--- config.mk ---
export PLATFORM = sky130hd
export DESIGN_NAME = dot_matrix_scan
export DESIGN_NICKNAME = d
export VERILOG_FILES = /design/src/rtl/dot_matrix_scan.sv
export SDC_FILE = /design/constraint.sdc
export NUM_CORES = 1
export LEC_CHECK = 0
export CORE_UTILIZATION = 67
export DETAILED_ROUTE_END_ITERATION = 12
export DONT_BUFFER_PORTS = 1
export GPL_TIMING_DRIVEN = 1
export PLACE_DENSITY_LB_ADDON = 0.2
export SLEW_MARGIN = 20
export SYNTH_ARGS = -nofsm -noshare
export SYNTH_HDL_FRONTEND = slang
export SYNTH_SLANG_ARGS = --single-unit
--- constraint.sdc ---
create_clock -name clk -period 5.6 [get_ports clk]
set_clock_uncertainty 0.2 [all_clocks]
set_input_delay 1.12 -clock clk [delete_from_list [all_inputs] [get_ports clk]]
set_output_delay 1.12 -clock clk [all_outputs]
set_load 0.05 [all_outputs]
--- src/rtl/dot_matrix_scan.sv ---
// Row-scan driver for the 8x8 optotype LED matrix, double-buffered, with per-row blanking.
// Latency: pins are registered and track the live row/phase with no visible lag; a frame accepted shows from the next frame's row 0.
// Backpressure: frame_ready is low while the pending buffer is full; it rises on the frame-boundary swap. Macro DOT_MATRIX_DIM_EN adds brightness gating.
module dot_matrix_scan #(
  parameter int DWELL_CYC = 10000,
  parameter int BLANK_CYC = 16
) (
  input  logic        clk,
  input  logic        rst,
`ifdef DOT_MATRIX_DIM_EN
  input  logic [2:0]  brightness,
`endif
  input  logic [63:0] frame_data,
  input  logic        frame_valid,
  output logic        frame_ready,
  output logic [7:0]  col_pin,
  output logic [7:0]  row_pin,
  output logic [2:0]  row_idx,
  output logic        frame_sync
);

  localparam int CW = (DWELL_CYC > 2) ? $clog2(DWELL_CYC) : 1;
  localparam logic [CW-1:0] CNT_LAST = CW'(DWELL_CYC - 1);
  localparam logic [CW-1:0] CNT_BLANK = CW'(BLANK_CYC);

  // run_q is clear for the single edge after reset so the first live cycle shows row 0 phase 0
  logic          run_q;
  logic [CW-1:0] cnt_q, cnt_d;
  logic [2:0]    row_q, row_d;
  logic [63:0]   disp_q, disp_d;
  logic [63:0]   pend_q, pend_d;
  logic          ready_q, ready_d;
  logic [7:0]    col_q, col_d;
  logic [7:0]    rpin_q, rpin_d;
  logic          sync_q, sync_d;
  logic          swap;
  logic          drv_on;
`ifdef DOT_MATRIX_DIM_EN
  logic [2:0]    bright_q, bright_d;
  logic [31:0]   drv_lim;
`endif

  // Next-state: phase/row advance, handshake/swap, and pin values for the cycle being entered
  always_comb begin
    cnt_d  = cnt_q;
    row_d  = row_q;
    disp_d = disp_q;
    pend_d = pend_q;
    ready_d = ready_q;
    swap   = 1'b0;
    if (run_q) begin
      if (cnt_q == CNT_LAST) begin
        cnt_d = '0;
        row_d = row_q + 3'd1;
        swap  = (row_q == 3'd7);
      end else begin
        cnt_d = cnt_q + CW'(1);
      end
    end
    // Accept needs an empty pending buffer and swap needs a full one, so they never coincide
    if (frame_valid && ready_q) begin
      pend_d  = frame_data;
      ready_d = 1'b0;
    end else if (swap && !ready_q) begin
      disp_d  = pend_q;
      ready_d = 1'b1;
    end

`ifdef DOT_MATRIX_DIM_EN
    bright_d = (cnt_d == '0) ? brightness : bright_q;
    drv_lim  = (({29'd0, bright_d} + 32'd1) * 32'(DWELL_CYC - BLANK_CYC)) / 32'd8;
    drv_on   = (32'(cnt_d) < (32'(BLANK_CYC) + drv_lim));
`else
    drv_on   = 1'b1;
`endif

    sync_d = (cnt_d == '0) && (row_d == 3'd0);
    if (cnt_d < CNT_BLANK) begin
      rpin_d = 8'hFF;
      col_d  = 8'h00;
    end else begin
      rpin_d = ~(8'b1 << row_d);
      col_d  = drv_on ? disp_d[{row_d, 3'b000} +: 8] : 8'h00;
    end
  end

  // State and registered pins; reset discards both buffers and restarts the scan
  always_ff @(posedge clk) begin
    if (rst) begin
      run_q   <= 1'b0;
      cnt_q   <= '0;
      row_q   <= 3'd0;
      disp_q  <= 64'h0;
      pend_q  <= 64'h0;
      ready_q <= 1'b1;
      col_q   <= 8'h00;
      rpin_q  <= 8'hFF;
      sync_q  <= 1'b0;
`ifdef DOT_MATRIX_DIM_EN
      bright_q <= 3'd7;
`endif
    end else begin
      run_q   <= 1'b1;
      cnt_q   <= cnt_d;
      row_q   <= row_d;
      disp_q  <= disp_d;
      pend_q  <= pend_d;
      ready_q <= ready_d;
      col_q   <= col_d;
      rpin_q  <= rpin_d;
      sync_q  <= sync_d;
`ifdef DOT_MATRIX_DIM_EN
      bright_q <= bright_d;
`endif
    end
  end

  assign frame_ready = ready_q;
  assign col_pin     = col_q;
  assign row_pin     = rpin_q;
  assign row_idx     = row_q;
  assign frame_sync  = sync_q;

endmodule

* Word-level counts from Yosys, hierarchy flattened *
Cells that the tools add are included.

word-level totals
  register bits = 164
  input bits = 67
  bits in latches = 0
  output and inout bits = 21
  memories kept = 0
  bits in read-only memories = 0
  RAM bits = 0
  word-level logic and storage cells = 36

cells by class
  equal/unequal tests = 2
  reduce and logical (&&, ||, !) cells = 8
  divide/modulo/power cells = 0
  shift operators = 2
  bitwise operators = 1
  muxes and demuxes = 11
  add/sub/neg operators = 2
  $lt $le $gt $ge = 1
  multipliers = 0

operators by type and width
  kind                   count
  $mux 64                2
  $shiftx 64x7->8        1
  $mux 14                2
  $add 14x1->14 const B  1
  $eq 14x14->1 const B   1
  $logic_not 14->1       1
  $lt 14x5->1 const B    1
  $not 8->8              1
  $shl 1x3->8 const A    1
  $mux 3                 2
  $mux 1                 5
  $add 3x1->3 const B    1
  $eq 3x3->1 const B     1
  $logic_and 1x1->1      3
  $logic_not 3->1        1
  $reduce_bool 2->1      1
  $reduce_or 2->1        1
  $logic_not 1->1        1

* Depth between registers and ports, before layout *
  depth after elaboration = 7
  depth in mapped cells = 10
  mapped depth without buffers = 8

* Worst setup path after synthesis *
Ideal clock, no wire load.

  path type = flip-flop to flip-flop
  start = register row_q[1], in the netlist row_idx[1]
  end = register col_q[6], in the netlist col_pin[6]
  path slack = 2976 ps
  clock period less this slack = 2624 ps
  cell stages (with the launch flop) = 11
  arrival time = 2303 ps
  data required time = 5280 ps
  library setup time = 120 ps
  path buffers = 2
  cell sequence = dfxtp_1 -> ha_1 -> ha_1 -> nor4bb_1 -> nand4_1 -> buf_2 -> buf_2 -> mux2i_1 -> o22ai_1 -> nor3_1 -> nor3_1

between the ends
  word-level cells in the longest chain between the ends = 7
  elaborated cells on any way between the ends = 10
  those cells by class = 1 x add/sub; 1 x eq/ne; 1 x shift; 6 x mux; 1 x reduce/logical

ends and longest elaborated chain
  what                    RTL line  RTL
  from (decl)             29        logic [2:0] row_q, row_d;
  from (signal assigned)  105       row_q <= row_d;
  $eq 3x3->1              55        swap = (row_q == 3'd7);
  $mux 1                  52        if (cnt_q == CNT_LAST) begin
  $mux 1                  51        if (run_q) begin
  $logic_and 1x1->1       64        end else if (swap && !ready_q) begin
  $mux 64                 64
  $mux 64                 61        if (frame_valid && ready_q) begin
  $shiftx 64x7->8 *       83        col_d = drv_on ? disp_d[{row_d, 3'b000} +: 8] : 8'h00;
  to (signal assigned)    109       col_q <= col_d;
  to (decl)               33        logic [7:0] col_q, col_d;

Every way passes the cells marked *; elsewhere a longest branch is shown, timed or not.
A chain may end at the register's enable or synchronous reset.

* Worst setup path in the final report *
  start = register cnt_q[1]
  end = register col_q[0], in the netlist col_pin[0]

between the ends
  word-level cells in the longest chain between the ends = 7
  elaborated cells on any way between the ends = 14
  those cells by class = 1 x add/sub; 1 x order compare; 1 x eq/ne; 1 x shift; 8 x mux; 2 x reduce/logical

ends and longest elaborated chain
  what                                                                   RTL line  RTL
  from (decl)                                                            28        logic [CW-1:0] cnt_q, cnt_d;
  from (signal assigned)                                                 104       cnt_q <= cnt_d;
  parallel branches: the longest is 7 deep, another holds $add 14x1->14  --

Parallel ways; which one is timed is not known.

==> summary.txt <==
Timing
  • Final hold slack: ~0.26 ns
  • Slew HR: 32.0%
  • Period utilisation layout: about three fifths
  • Setup violations, final: 0
  • Slew @ Worst Pin: 1.00 ns
  • Unrepaired setup endpoints after global routing: no
  • Final TNS setup: 0 ns
  • Final hold vios: 0
  • Period minus WS final: 3.46 ns
  • Fmax: 0.289 GHz
  • Max Transition Viols Final: 0

Worst setup path
  • WP buf/inv: 0
  • CP endpoint kind: flip-flop
  • Max stage delay on crit path: between 1 and 1.5 ns
  • R2r setup slk: approximately 2.1 ns
  • Critical Path Stages: 7
  • Worst Reg-to-Reg Cells: 7
  • Top Family by Delay on Critical Path: simple AND/OR/NAND/NOR gates
  • CP startpoint kind: flip-flop
  • Cell mode on critical path: nor3_1
  • Req. time, crit path: 5.78 ns
  • CP max-delay cell: mux2i_2
  • CP Max Fanout: 19
  • Crit path kind: reg -> reg
  • Crit path cell chain: ha_1 -> and4_1 -> nand4b_1 -> mux2i_2 -> o22ai_1 -> nor3_1 -> nor3_1
  • CP Data Arrival Time: approximately 3.6 ns

Pwr
  • Sw Share: 22.7%
  • P_int: 1.93 mW
  • Sequential power share: between 40% and 50%
  • Clock power share: 48.4%
  • PwrDens: between 300 and 400 nW/um2
  • Net Sw Power: 0.566 mW
  • Pleak: 2.97 nW
  • Gate power share: approximately 2.6%
  • Max VDD drop: between 0.2 and 0.3 mV

Flow run
  • Max Cap Viol: 0

Clocking
  • CTS tree: done
  • Later-pin clock latency in the skew report: 0.53 ns
  • Clock-pin slew on the worst setup and hold paths: 0.07 ns
  • CTS H-tree depth: 4
  • Clk sinks: 164
  • Post-CTS Hold Buffers: 0
  • Post-CTS Setup Bufs: 0
  • Number of gates resized after cts: 0
  • CTS Buf Count: 17
  • Deepest clock path buffer count: 2
  • CTS root buf: clkbuf_8

Routing
  • Final WL: roughly 14000 um
  • Via/cell ratio: 6.01
  • # DRC: 0
  • DRT iter0 DRCs: 289
  • DR WL/cell: 17.4 um
  • Antenna-violating nets left: 0
  • Via count: 4894
  • Initial DRT Pass Iterations: 5

Placement
  • Post-DP HPWL: 9270 um
  • Port-buffer cells: 0
  • Final GP Congestion: approximately 0.83
  • Post-DP Area: between 6000 and 7000 um2

Floorplanning
  • Die height: 99.2 um
  • Initial cell density of the core: 68.8%
  • Full die area: 9840 um2
  • Die W: between 90 and 100 um
  • Core area: 9200 um2
  • # IOs: 88
  • Site Rows: 35

Synth
  • Synth cell count leaders: 164 x dfxtp_1, 142 x nand2_1, 85 x nor2_1
  • Post-synth cell types: 44
  • Warnings, synthesis: 0
  • Top-area cell type share of the netlist area: 51.9%
  • Sequential cell area fraction in the yosys report: 51.9%
  • Synthesized Nets: about 790
  • Largest cells by area after synthesis: dfxtp_1 52%, mux2i_1 11%, nand2_1 8.4%
  • Count leader, synth: dfxtp_1
  • Synthesized area: 6330 um2
  • Syn Inst Count: roughly 700
  • #FFs+latches synth: 164
  • Fraction of registers with async set/reset: 0%
  • Synth Area per Inst: 8.81 um2
  • Number of synthesized flops with an enable pin: 0
  • Dominant synthesized flop cell: dfxtp_1
  • Area leader, netlist: dfxtp_1

Global routing
  • First-pass GRT wire length: 22700 um
  • Overflow left after global routing: 0
  • Number of global-route vias before repair: 4587
  • Initial antenna violation count: 0
  • Global Route Usage Sum: 29.8%
  • Pin count of the biggest net entering global routing: 137

Worst hold path
  • HP Class: reg -> reg
  • Hold depth: 2

Cells and area
  • Ant. Diodes: 0
  • Finished layout cell area: 6900 um2
  • Filler cells: 643
  • Nets: between 700 and 800
  • Share of cells above drive strength 1: between 6 and 7%
  • Area Growth Syn to Fin: 9.09%

Run status
  • Outcome: complete, no violations
-- final timing paths --
| kind | to | from |
|---|---|---|
| worst min-delay path | pend_q[52] | pend_q[52] |
| worst max-delay path | col_pin[0] | cnt_q[1] |
| worst max register to register | col_pin[0] | cnt_q[1] |
| worst min register to register | pend_q[52] | pend_q[52] |
-- metal layers --
metal / part of all wire, % / wire length, um / up-vias / GRT usage (%)
li1: - / - / 2396 / -
met1: 43 / 6100 / 2307 / 37.0
met2: 49 / 6890 / 166 / 50.1
met3: 5.8 / 825 / 25 / 8.71
met4: 2.3 / 326 / 0 / 9.95
met5: 0 / 0 / - / 0
-- worst min-delay path: stages (launching register included) --
cell     delay [ns]
dfxtp_1        0.31
nand2_1        0.05
a21oi_1        0.05
-- cells in the final DEF, fill, tap and decap left out, types with 4 or more instances in the layout --
cell / count
a21oi_1: 69
or3_1: 9
nand3_1: 5
nor3_1: 29
nor2_1: 85
mux2i_1: 68
xor2_1: 6
inv_1: 4
nand2_1: 141
o22ai_1: 32
clkbuf_16: 16
dfxtp_1: 164
inv_6: 4
o21ai_0: 5
nand2b_1: 4
xnor2_1: 5
nand4_1: 8
-- registers in the layout, indices dropped and copies added, names as in the netlist --
register,flops
run_q,1
frame_sync,1
frame_ready,1
pend_q,64
col_pin,8
row_pin,8
cnt_q,14
disp_q,64
row_idx,3
-- layout make-up --
type                       instances  area [um2]  share of cell area (%)
timing repair buffer               3        22.5                   0.326
clock inverter                    14         193                    2.79
inverter                           4        15.0                   0.217
tap                              111         139                    2.01
multi-input combinational        500        2820                    40.9
sequential                       164        3280                    47.6
clock buffer                      18         428                    6.20
-- cells by family after synthesis --
| kind of cell | synth area share, % |
|---|---|
| compound gates | 10.1 |
| xor+xnor | 1.52 |
| fa+ha+maj | 0.593 |
| buf+inv | 3.66 |
| flops | 51.9 |
| mux | 11.6 |
| simple gates | 20.6 |
-- power by group through the flow --
stage / sequential, mW / clock, mW / combinational, mW
floorplan: 1.24 / 0 / 0.0676
global placement: 1.24 / 0 / 0.0611
detailed placement: 1.25 / 0 / 0.0649
CTS: 1.22 / 1.21 / 0.0655
global route: 1.22 / 1.27 / 0.0742
finish: 1.22 / 1.21 / 0.0641
-- stage by stage --
step                      instances  setup slack [ns]  power (mW)  utilization [%]
after floorplan                 718              2.98        1.31                -
after detailed placement        782              2.30        1.31             68.3
after CTS                       814              2.24        2.49             75.0
final                           814              2.14        2.49             75.1
after global placement          782              2.50        1.31             68.3
after global routing            814              1.94        2.56             75.1
(Power assumes the default switching activity.)
==> RTL change 1 (same settings) <==
Put one more register stage on the output `frame_sync`, cleared by the reset. The value now appears one clock later. The other outputs are not delayed to match.
--- a/src/rtl/dot_matrix_scan.sv
+++ b/src/rtl/dot_matrix_scan.sv
@@ -121,3 +121,9 @@
   assign row_idx     = row_q;
-  assign frame_sync  = sync_q;
+  always_ff @(posedge clk) begin
+    if (rst) begin
+      frame_sync <= '0;
+    end else begin
+      frame_sync <= sync_q;
+    end
+  end
 
Formal check against the unedited RTL: not equivalent (a bounded check fails within 4 cycles, from zero or initial values and one cycle with rst high).
==> RTL change 1 against the original RTL <==
Sequential share of layout area decreased by 2.8 points. Area after synthesis increased by 10%. Hold slack got worse by 14 ps. Setup slack got worse by 140 ps. Sequential cell count increased by 1. Routed wire length increased by 25%. Total power decreased by 4.1%. Combinational power decreased by 2%. Cell area increased by 6.8%.
==> RTL change 1: results (changes against the original RTL) <==
- Pre-CTS WS: 2180 ps (-126 ps)
- Worst Path Arrival: 3790 ps (+150 ps)
- Core area: 9950 um2 (+8.2%)
- Most common library cells after synthesis: 165 x dfxtp_1, 141 x nand2_1, 131 x a21oi_1
- Total GRT Usage: 33.3% (+3.5 points)
- #MultiIn Comb: 587 (+17%)
- Synthesized area per cell: 8.38 um2 (-4.9%)
- # clk buffers: 28 (+10)
- Fin nets: 851 (+12%)
- Top post-synthesis cells by area: dfxtp_1 47%, a21oi_1 9.4%, nand2_1 7.6%
- Met1 Use GR: 42.3% (+5.3 points)
- Mux contribution to synthesized area: 0.286% (-11 points)
- WL met1: 7.27 mm (+19%)
- Compound-Gate Fraction of Synth Area: 24.2% (+14 points)
- Outcome: finished, final reports clean
- F_max: 278 MHz (-3.8%)
- CP startpoint: cnt_q[0]
- Largest net degree at the start of global routing: 138 (+0.73%)
- Dpl hpwl: 10.9 mm (+18%)
- Max rail drop VDD: 0.214 mV (-16%)
- Vias: 6,075 (+24%)
- Fin util: 74.1% (-0.98 points)
- Cell Area, Placed: 6810 um2 (+8.6%)
- GP Congestion: 0.855 (+2.9%)
- Reg power frac: 51.5% (+2.5 points)
- Sequential cell area share: 44.8% (-2.8 points)
- Sequential share of the synthesized area: 47.2% (-4.6 points)
- Netlist cell types: 49 (+11%)
- CP endpoint: col_pin[4]
- CP Max Fanout: 41 (+22)
- Placed cells: 895 (+14%)
- R2R depth: 8 (+1)
- Grt met3 use: 7.64% (-1.1 points)
- Xor and xnor area share after synthesis: 1.88% (+0.36 points)
- NetSw: 0.000504 W (-11%)
==> RTL change 1: cell types whose count changed in the layout (fill, tap and decap cells not counted), moves of 5 or more <==
cell and change:
or3_1 -6, clkbuf_1 +5, nand3_1 +61, a21oi_1 +62
mux2i_1 -66, nor3_1 -25, nor2_1 -66, o21ai_0 +61
a22oi_2 +5, clkbuf_8 +5, xnor2_1 +5, o22ai_1 -26
nor4_1 +16, a22oi_1 +59
==> RTL change 1: critical path, stage by stage (launching register included) <==
cell and delay, ps:
dfxtp_1 430, ha_1 250, and4_1 380, nand4_4 420, buf_4 420, o21ai_0 260, a22oi_1 180, nor4_1 680
o22ai_2 180
==> RTL change 1: how the worst min path moves through the flow <==
stage                     from    endpoint  slack, ps  cells past startpoint
finish                  sync_q  frame_sync        250                      1
detailed placement      sync_q  frame_sync        230                      1
global placement        sync_q  frame_sync        220                      1
CTS                 pend_q[33]  pend_q[33]        250                      2
floorplan               sync_q  frame_sync        210                      1
global route            sync_q  frame_sync        260                      1
==> RTL change 2 (same flow settings) <==
Without the edit above. The parameter `DWELL_CYC` goes from 10000 to 5000.
--- a/src/rtl/dot_matrix_scan.sv
+++ b/src/rtl/dot_matrix_scan.sv
@@ -4,3 +4,3 @@
 module dot_matrix_scan #(
-  parameter int DWELL_CYC = 10000,
+  parameter int DWELL_CYC = 5000,
   parameter int BLANK_CYC = 16
Check against the original RTL: same outputs for any inputs over 10 cycles, from zero or initial values and one cycle with rst high; that may be too few to reach the edited logic, so the function may still have changed.
==> RTL change 2 against the original RTL <==
Routed wire length rose by 5.6%. Sequential cell count shrank 1. Total power fell by 2.7%. Clock power fell by 5%. Area after synthesis increased by 2.6%. Count of clock-buffer cells in the layout unchanged. Cell area increased by 1.6%. Combinational power down 3.9%. Critical path depth shrank 1. Setup slack got worse by 110 ps. Die area grew 2.5%. Critical path type unchanged. Critical endpoint is now col_pin[6].
==> RTL change 2: results (changes against the original RTL) <==
- Sequential share of the synthesized area: 50.3% (-1.6 points)
- Hold path depth: 2 (unchanged)
- Pre-CTS WS: 1820 ps (-479 ps)
- Synthesized area per cell: 8.72 um2 (-1.0%)
- Initial antenna violation count: 0 (unchanged)
- Synth Area in Adders: 0.578% (-0.015 points)
- Top post-synthesis cells by area: dfxtp_1 50%, nand2_1 9.5%, mux2i_1 9.4%
- Max Slew Vio Count: 0 (unchanged)
- Placed cells: 823 (+5.2%)
- Antenna cells: 0 (unchanged)
- Max rail drop VDD: 0.197 mV (-23%)
- CP startpoint: cnt_q[3]
- Worst hold path type: reg -> reg
- Vias in the first global route: 4,786 (+4.3%)
- Post-Layout Cell Count: 855 (+5.0%)
- Most common library cells after synthesis: 164 x nand2_1, 163 x dfxtp_1, 83 x a21oi_1
- Area growth, synth to finish: 8.14%
- CP Max Fanout: 17 (-2)
- Compound-Gate Fraction of Synth Area: 12.3% (+2.2 points)
- Worst hold start: disp_q[23]
- R2R depth: 6 (-1)
- Fin nets: 783 (+3.0%)
- DR iter-0 viols: 412 (+43%)
- CTS buffer count: 17 (unchanged)
- Initial DRT Pass Iterations: 5 (unchanged)
- Largest net degree at the start of global routing: 162 (+18%)
- GP Congestion: 0.876 (+5.4%)
- Outcome: finished, final reports clean
- Slew headroom: 36.3% (+4.3 points)
- Total GRT Usage: 30.9% (+1.1 points)
- Root Buffer: clkbuf_8
- Dpl hpwl: 10.0 mm (+7.9%)
- Xor and xnor area share after synthesis: 1.48% (-0.038 points)
- Ratio of cells with drive above 1 in the final layout: 7.16% (+0.19 points)
- Top flop regs: disp_q x64, pend_q x64, cnt_q x13
- First-pass GRT wire length: 23.9 mm (+5.2%)
- Worst Path Arrival: 3770 ps (+130 ps)
- Mux contribution to synthesized area: 9.58% (-2.0 points)
- Leakage power figure: 2.84 nW (-4.2%)
- H-tree levels: 4 (unchanged)
- Vias per cell: 6.06 (+0.83%)
- Clock Path Buffers: 2 (unchanged)
- Routed Antenna Nets: 0 (unchanged)
- Synth async-reset ratio: 0% (unchanged)
- Netlist cell types: 52 (+18%)
- Post-cts resize count: 0 (unchanged)
- Clk slew on worst S/H paths: about 60 ps
- Cell Area, Placed: 6410 um2 (+2.1%)
- Max-cap viol count: 0 (unchanged)
- Post-Route WL: 14.9 mm (+5.6%)
- Net Count, Synth: 814 (+3.3%)
## RTL change 2: stage by stage
stage / power, W / hold slack [ps] / utilization, %
after floorplan: 0.00130 / 231 / -
after global placement: 0.00130 / 233 / 68.7
after detailed placement: 0.00130 / 243 / 68.7
after CTS: 0.00243 / 251 / 75.0
after global routing: 0.00249 / 273 / 75.2
final: 0.00242 / 256 / 75.2
## RTL change 2: per-layer routing
layer  GRT usage (%)  up-vias  wire length [um]
met1            38.9     2402              6250
met5               0        -                 0
met2            50.4      227              7050
li1                -     2504                 -
met3            6.69       50              1030
met4            15.5        0               617
## RTL change 2: final cells by class
| cell class | count | area (um2) |
|---|---|---|
| inverter | 3 | 11.3 |
| tap | 129 | 161 |
| multi-input combinational | 525 | 2970 |
| clock buffer | 18 | 428 |
| fill | 665 | 2310 |
| clock inverter | 14 | 163 |
| timing repair buffer | 3 | 22.5 |
| sequential | 163 | 3260 |
## RTL change 2: path summary, 6_finish.rpt
check | end | slack (ps)
max | col_pin[6] | 2030
min | disp_q[23] | 260
max reg2reg | col_pin[6] | 2030
min reg2reg | disp_q[23] | 260
## RTL change 2: cells by family after synthesis
family                   count (synthesis)
AND/OR/NAND/NOR                        310
flip-flops                             163
AO/OA/AOI/OAI                          139
multiplexers                            62
buffers and inverters                   56
XOR/XNOR                                11
adder cells (fa/ha/maj)                  3
## RTL change 2: critical path, stage by stage, from the launching register on
cell and delay [ps]:
dfxtp_1 380, or4b_4 600, nor4_4 850, mux2i_2 820
o22ai_1 230, nor3_1 280, nor4_1 80
## RTL change 2: where the power goes
part | leakage (nW) | internal, W | switching (W)
clock network | 0.283 | 0.000659 | 0.000489
logic | 1.24 | 0.0000236 | 0.0000380
registers | 1.32 | 0.00119 | 0.0000269
total | 2.84 | 0.00187 | 0.000553
